`src/rtl/pmt_reg_cmd_arbiter.sv`:
```
// pmt_reg_cmd_arbiter
// Round-robin arbiter that shares the PMT master register-command link among
// NUM_REQ local requesters. Each grant becomes a two-word frame (header, data).
// Reads then wait for the link read-back word or a timeout, and the result is
// routed back to the requester that issued the read.
//
// Handshake on the frame port: a word is transferred on a clock edge where
// pmt_master_wr_vld[0] and pmt_master_wr_rdy are both 1. While rdy is 0 the
// word and vld are held stable. vld[1] marks the header word. req_ack[i]
// pulses in the same cycle that requester i's data word is transferred.
module pmt_reg_cmd_arbiter #(
    parameter int NUM_REQ    = 4,
    parameter int GAP_CYCLES = 8,
    parameter int RD_TIMEOUT = 1024
) (
    input  logic                  clk_100m,
    input  logic                  sys_rst_n,
    input  logic [NUM_REQ-1:0]    req_vld,
    input  logic [NUM_REQ-1:0]    req_cmd,
    input  logic [16*NUM_REQ-1:0] req_addr,
    input  logic [32*NUM_REQ-1:0] req_data,
    output logic [NUM_REQ-1:0]    req_ack,
    output logic [NUM_REQ-1:0]    rsp_vld,
    output logic [31:0]           rsp_data,
    output logic                  rsp_err,
    output logic [31:0]           pmt_master_wr_data,
    output logic [1:0]            pmt_master_wr_vld,
    input  logic                  pmt_master_wr_rdy,
    input  logic                  pmt_master_rd_vld,
    input  logic [31:0]           pmt_master_rd_data,
    output logic                  busy,
    output logic [2:0]            fsm_state
);

    localparam int IDX_W = $clog2(NUM_REQ);
    localparam int TMR_W = $clog2(RD_TIMEOUT);

    localparam logic [TMR_W-1:0] TMR_LAST     = TMR_W'(RD_TIMEOUT - 1);
    localparam logic [7:0]       GAP_LAST     = (GAP_CYCLES > 0) ? 8'(GAP_CYCLES - 1) : 8'd0;
    localparam logic [IDX_W-1:0] IDX_LAST     = IDX_W'(NUM_REQ - 1);
    localparam logic [31:0]      TIMEOUT_WORD = 32'hDEAD_BEEF;

    typedef enum logic [2:0] {
        S_IDLE     = 3'd0,
        S_HDR      = 3'd1,
        S_DAT      = 3'd2,
        S_WAIT_RSP = 3'd3,
        S_GAP      = 3'd4
    } state_t;

    state_t state_q;
    state_t state_d;

    logic [IDX_W-1:0] ptr_q;
    logic [IDX_W-1:0] idx_q;
    logic             cmd_q;
    logic [15:0]      addr_q;
    logic [31:0]      data_q;
    logic [TMR_W-1:0] timer_q;
    logic [7:0]       gap_cnt_q;

    logic [15:0]      addr_arr [NUM_REQ];
    logic [31:0]      data_arr [NUM_REQ];
    logic             gnt_found;
    logic [IDX_W-1:0] gnt_idx;
    logic [IDX_W-1:0] cand_idx;
    int               arb_cand;

    logic [31:0]      hdr_word;
    logic             rd_timeout;
    logic             gap_done;

    assign hdr_word   = {addr_q, 8'h01, cmd_q, 7'h00};
    assign rd_timeout = (timer_q == TMR_LAST);
    // GAP always lasts at least one cycle; with GAP_CYCLES=0 the counter is
    // already at GAP_LAST on entry, so it falls straight through.
    assign gap_done   = (gap_cnt_q == GAP_LAST);
    assign busy       = (state_q != S_IDLE);
    assign fsm_state  = state_q;

    // Unpack the flat per-requester address/data buses into indexable arrays.
    always_comb begin
        for (int i = 0; i < NUM_REQ; i++) begin
            addr_arr[i] = req_addr[16*i +: 16];
            data_arr[i] = req_data[32*i +: 32];
        end
    end

    // Round-robin pick: first pending requester at or after ptr_q, wrapping.
    always_comb begin
        gnt_found = 1'b0;
        gnt_idx   = '0;
        arb_cand  = 0;
        cand_idx  = '0;
        for (int k = 0; k < NUM_REQ; k++) begin
            arb_cand = (int'(ptr_q) + k) % NUM_REQ;
            cand_idx = IDX_W'(arb_cand);
            if (!gnt_found && req_vld[cand_idx]) begin
                gnt_found = 1'b1;
                gnt_idx   = cand_idx;
            end
        end
    end

    // FSM state register.
    always_ff @(posedge clk_100m or negedge sys_rst_n) begin
        if (!sys_rst_n) begin
            state_q <= S_IDLE;
        end else begin
            state_q <= state_d;
        end
    end

    // Next-state logic plus the frame port and acknowledge outputs.
    always_comb begin
        state_d            = state_q;
        pmt_master_wr_data = 32'h0;
        pmt_master_wr_vld  = 2'b00;
        req_ack            = '0;
        case (state_q)
            S_IDLE: begin
                if (gnt_found) begin
                    state_d = S_HDR;
                end
            end
            S_HDR: begin
                pmt_master_wr_data = hdr_word;
                pmt_master_wr_vld  = 2'b11;
                if (pmt_master_wr_rdy) begin
                    state_d = S_DAT;
                end
            end
            S_DAT: begin
                pmt_master_wr_data = data_q;
                pmt_master_wr_vld  = 2'b01;
                if (pmt_master_wr_rdy) begin
                    req_ack[idx_q] = 1'b1;
                    state_d        = cmd_q ? S_WAIT_RSP : S_GAP;
                end
            end
            S_WAIT_RSP: begin
                if (pmt_master_rd_vld || rd_timeout) begin
                    state_d = S_GAP;
                end
            end
            S_GAP: begin
                if (gap_done) begin
                    state_d = S_IDLE;
                end
            end
            default: begin
                state_d = S_IDLE;
            end
        endcase
    end

    // Grant latch and round-robin pointer; fields are frozen for the whole frame.
    always_ff @(posedge clk_100m or negedge sys_rst_n) begin
        if (!sys_rst_n) begin
            ptr_q  <= '0;
            idx_q  <= '0;
            cmd_q  <= 1'b0;
            addr_q <= 16'h0;
            data_q <= 32'h0;
        end else if (state_q == S_IDLE && gnt_found) begin
            idx_q  <= gnt_idx;
            cmd_q  <= req_cmd[gnt_idx];
            addr_q <= addr_arr[gnt_idx];
            data_q <= data_arr[gnt_idx];
            ptr_q  <= (gnt_idx == IDX_LAST) ? '0 : gnt_idx + 1'b1;
        end
    end

    // Read-back timer (cleared while the data word is offered) and gap counter.
    always_ff @(posedge clk_100m or negedge sys_rst_n) begin
        if (!sys_rst_n) begin
            timer_q   <= '0;
            gap_cnt_q <= 8'h0;
        end else begin
            if (state_q == S_WAIT_RSP) begin
                timer_q <= timer_q + 1'b1;
            end else begin
                timer_q <= '0;
            end
            if (state_q == S_GAP) begin
                gap_cnt_q <= gap_cnt_q + 8'h1;
            end else begin
                gap_cnt_q <= 8'h0;
            end
        end
    end

    // Registered read response; a real read-back word wins over a same-cycle timeout.
    always_ff @(posedge clk_100m or negedge sys_rst_n) begin
        if (!sys_rst_n) begin
            rsp_vld  <= '0;
            rsp_data <= 32'h0;
            rsp_err  <= 1'b0;
        end else begin
            rsp_vld <= '0;
            if (state_q == S_WAIT_RSP) begin
                if (pmt_master_rd_vld) begin
                    rsp_vld[idx_q] <= 1'b1;
                    rsp_data       <= pmt_master_rd_data;
                    rsp_err        <= 1'b0;
                end else if (rd_timeout) begin
                    rsp_vld[idx_q] <= 1'b1;
                    rsp_data       <= TIMEOUT_WORD;
                    rsp_err        <= 1'b1;
                end
            end
        end
    end

endmodule
```
`config.mk`:
```
export PLATFORM = sky130hd
export DESIGN_NAME = pmt_reg_cmd_arbiter
export DESIGN_NICKNAME = d
export VERILOG_FILES = /design/src/rtl/pmt_reg_cmd_arbiter.sv
export SDC_FILE = /design/constraint.sdc
export NUM_CORES = 1
export LEC_CHECK = 0
export CORE_ASPECT_RATIO = 0.7
export CORE_MARGIN = 3
export CORE_UTILIZATION = 43
export CTS_BUF_LIST = sky130_fd_sc_hd__clkbuf_2
export DETAILED_ROUTE_END_ITERATION = 16
export PLACE_DENSITY = 0.91
export SYNTH_ARGS = -nofsm -noshare
export SYNTH_HDL_FRONTEND = slang
export SYNTH_SLANG_ARGS = --single-unit
```
`constraint.sdc`:
```
create_clock -name clk_100m -period 2.3 [get_ports clk_100m]
set_clock_uncertainty 0.05 [all_clocks]
set_input_delay 0.575 -clock clk_100m [delete_from_list [all_inputs] [get_ports clk_100m]]
set_output_delay 0.575 -clock clk_100m [all_outputs]
set_load 0.02 [all_outputs]
```
==> flow_summary.ini <==
[timing]
final_min_period_over_clock_period_pct = 115
finalHoldWorstSlack_ps = 367
transition_time_at_the_pin_with_the_least_slew_margin_ps = 471
fmax_mhz = 379
finalSetupViolCount = 39
final_critical_path_setup_slack_ps = -339
slew_headroom_pct = 68.6
slew_violations = 0
finalCriticalPeriod_ps = 2640
grt_setup_unrepaired = yes
final_hold_viol_count = 0

[critical_path]
critical_setup_path_class = flip-flop to output port
start_kind = flip-flop
worstPathMaxFanout = 5
required_ps = 1670
worstPathCellList = buf_6, nor3b_4, buf_6, buf_6, a22o_1, buf_6
worst_path_dominant_cell_family = buffers and inverters
critPathSlowestCell = sky130_fd_sc_hd__dfrtp_1
most_used_cell_cp = sky130_fd_sc_hd__buf_6
end_kind = output port
worstPathBufferInverterCount = 4
cp_data_arrival_time_ps = 2010
reg2reg_from = ptr_q[1]
critPathLaunch = fsm_state[1]
timing.critical_path.slowest_cell_delay_ps = 480

[finish]
multi_input_area_mm2 = 0.00365
area.growth.synth_to_final_pct = 60.4
antennaDiodeCount = 0
num-nets-final = 1232
layout.area.seq_mm2 = 0.00278
layout.cells.non_filler = 1194
num-fill-cells = 1084
final_layout_size_suffix_gt1_share_pct = 17.5

[yosys]
postSynthRegisterBits = 111
ys_top_cells_by_area = sky130_fd_sc_hd__dfrtp_1 (41%), sky130_fd_sc_hd__mux2i_1 (7.3%), sky130_fd_sc_hd__a211o_1 (6.4%)
synth.lib_cells_used.distinct = 52
mappedNetlistNets = 911
synth-warning-count = 0
synthCells = 673
synth_most_common_cell = sky130_fd_sc_hd__dfrtp_1
post-synth-top-area-cell = sky130_fd_sc_hd__dfrtp_1
postSynth.asyncResetShare_pct = 100
commonest_cells_in_the_synthesized_netlist = sky130_fd_sc_hd__dfrtp_1 (111), sky130_fd_sc_hd__nand2_1 (61), sky130_fd_sc_hd__nand4_1 (51)
yosysSeqAreaShare_pct = 41.3
yosys.area.top_type_share_pct = 41.3
number_of_flops_mapped_to_enable_cells_by_yosys = 0
syn-cell-area_mm2 = 0.00673
synth-main-ff-cell = sky130_fd_sc_hd__dfrtp_1
syn-mean-instance-area_um2 = 10.0

[clock_tree]
cts.reportedPaths.clkPinSlew_ps = 350
cts_inserted_buffers = 9
cts_tree = built
clk-insertion-delay-late_ps = 610
cts.sink_count = 111
h-tree-depth = 3
max_clock_buf_depth = 2
ctsRootBufferMaster = sky130_fd_sc_hd__clkbuf_2

[drt]
overall_via_count_from_detail_route = 7172
detail-route-antenna-nets = 0
drt-total-wl_um = 26100
avgRoutedWirePerCell_um = 21.9
detail_route.iter0.violations = 469
drtPass1Iterations = 5
post-route-drc-count = 0
viasPerCell = 6.01

[pwr]
power_mw = 11.3
leakage_power_nw = 4.68
vdd_ir_drop_max_mv = 0.617
power.density_cell_area_mw_per_mm2 = 1040

[grt]
grt_max_degree = 52
globalRoute.totalOverflow = 0
global_route_wire_length_before_repair_um = 39600
vias_in_the_first_global_route = 7247
grt_util_all_layers_pct = 28.5
antenna_violations_before_repair = 0

[die]
rows = 37
design.die.area_mm2 = 0.0172
initial_core_util_pct = 44.9
ios = 315
die_ht_um = 111
core_area_mm2 = 0.0150
chipWidth_um = 156

[outcome]
violations_in_the_final_reports = negative setup slack
status = finished with violations

[run]
max_cap_viol_count = 0

[placed_design]
gp_routability_congestion = 0.844
dpl.hpwl_um = 18800
dp_cells = 1165
port_buffers = 314

[hold_path]
hold_crit_class = primary input to async pin
logic make-up after synthesis:
family / after synthesis / share of synthesized area, %
adder cells (fa/ha/maj): 2 / 0.372
AO/OA/AOI/OAI: 225 / 27.7
AND/OR/NAND/NOR: 191 / 15.2
XOR/XNOR: 13 / 1.69
flip-flops: 111 / 41.3
buffers and inverters: 82 / 6.43
multiplexers: 49 / 7.29
cells in the final DEF, fill, tap and decap left out, types with 7 or more instances in the layout:
cell                              count
sky130_fd_sc_hd__a211o_1             49
sky130_fd_sc_hd__a22o_1              24
sky130_fd_sc_hd__and2_1               9
sky130_fd_sc_hd__buf_12              21
sky130_fd_sc_hd__buf_4               49
sky130_fd_sc_hd__buf_6               36
sky130_fd_sc_hd__clkbuf_2            11
sky130_fd_sc_hd__clkdlybuf4s50_1    236
sky130_fd_sc_hd__dfrtp_1            110
sky130_fd_sc_hd__dlygate4sd2_1       26
sky130_fd_sc_hd__dlymetal6s2s_1       9
sky130_fd_sc_hd__mux2i_1             49
sky130_fd_sc_hd__nand2_1             60
sky130_fd_sc_hd__nand4_1             51
sky130_fd_sc_hd__nor2_1              22
sky130_fd_sc_hd__o211ai_1            42
sky130_fd_sc_hd__o211ai_2            10
sky130_fd_sc_hd__o22a_1              24
sky130_fd_sc_hd__o31ai_1             49
sky130_fd_sc_hd__xor2_1               7
registers in the layout, indices dropped and copies added, names as in the netlist:
signal     cells
timer_q       10
cmd_q          1
ptr_q          2
gap_cnt_q      8
rsp_vld        4
idx_q          2
rsp_data      32
data_q        32
addr_q        16
fsm_state      3
rsp_err        1
routing by layer:
| layer | global-route usage [%] | vias to the layer above | wire (µm) |
|---|---|---|---|
| li1 | - | 3240 | - |
| met1 | 35.5 | 3499 | 10100 |
| met2 | 49.3 | 383 | 13000 |
| met3 | 7.10 | 50 | 2390 |
| met4 | 7.87 | 0 | 593 |
| met5 | 0 | - | 0 |
power breakdown:
part           switching, mW  internal [mW]
registers              0.563           2.74
logic                   3.65           3.36
clock network          0.742          0.184
metrics by stage:
step	cell area, µm²	util [%]	setup WS (ps)	setup TNS (ps)
6_report	10800	72.0	-339	-10420
3_3_place_gp	10500	69.7	-323	-14470
2_1_floorplan	6740	-	18.0	0
5_1_grt	10800	72.0	-469	-15490
4_1_cts	10700	71.3	-365	-11790
3_5_place_dp	10500	69.7	-415	-16790
worst register-to-register path, delay by kind of cell, from the launching register on:
family / cells / cell delay, ps
simple gates: 2 / 490
compound gates: 2 / 210
buf+inv: 1 / 310
flops: 1 / 650
mux: 1 / 360
cell type report:
class                   instances  area share, %
clock buffers                  10          0.463
clock inverters                 6          0.579
inverters                       8          0.301
multi-input cells             480           33.8
flip-flops and latches        111           25.7
well taps                     195           2.26
repair buffers                384           36.9
path summary, 6_finish.rpt:
kind / to / slack [ps] / cells after the start
min: rsp_data[14] / 370 / 2
max in group asynchronous: rsp_data[21] / 1190 / 3
max reg2reg: addr_q[15] / 190 / 6
min in group clk_100m: rsp_data[23] / 450 / 2
max: pmt_master_wr_data[22] / -340 / 6
min reg2reg: timer_q[0] / 450 / 1
what timing repair did:
action	in CTS	in global routing
endpoints found under the setup margin	68	51
hold endpoints to repair	30	0
gates cloned	1	3
pin swaps	10	15
hold buffers	1	0
gates resized for setup	267	35
setup buffers	9	3
Note: power is estimated with default switching activity, not from simulation.
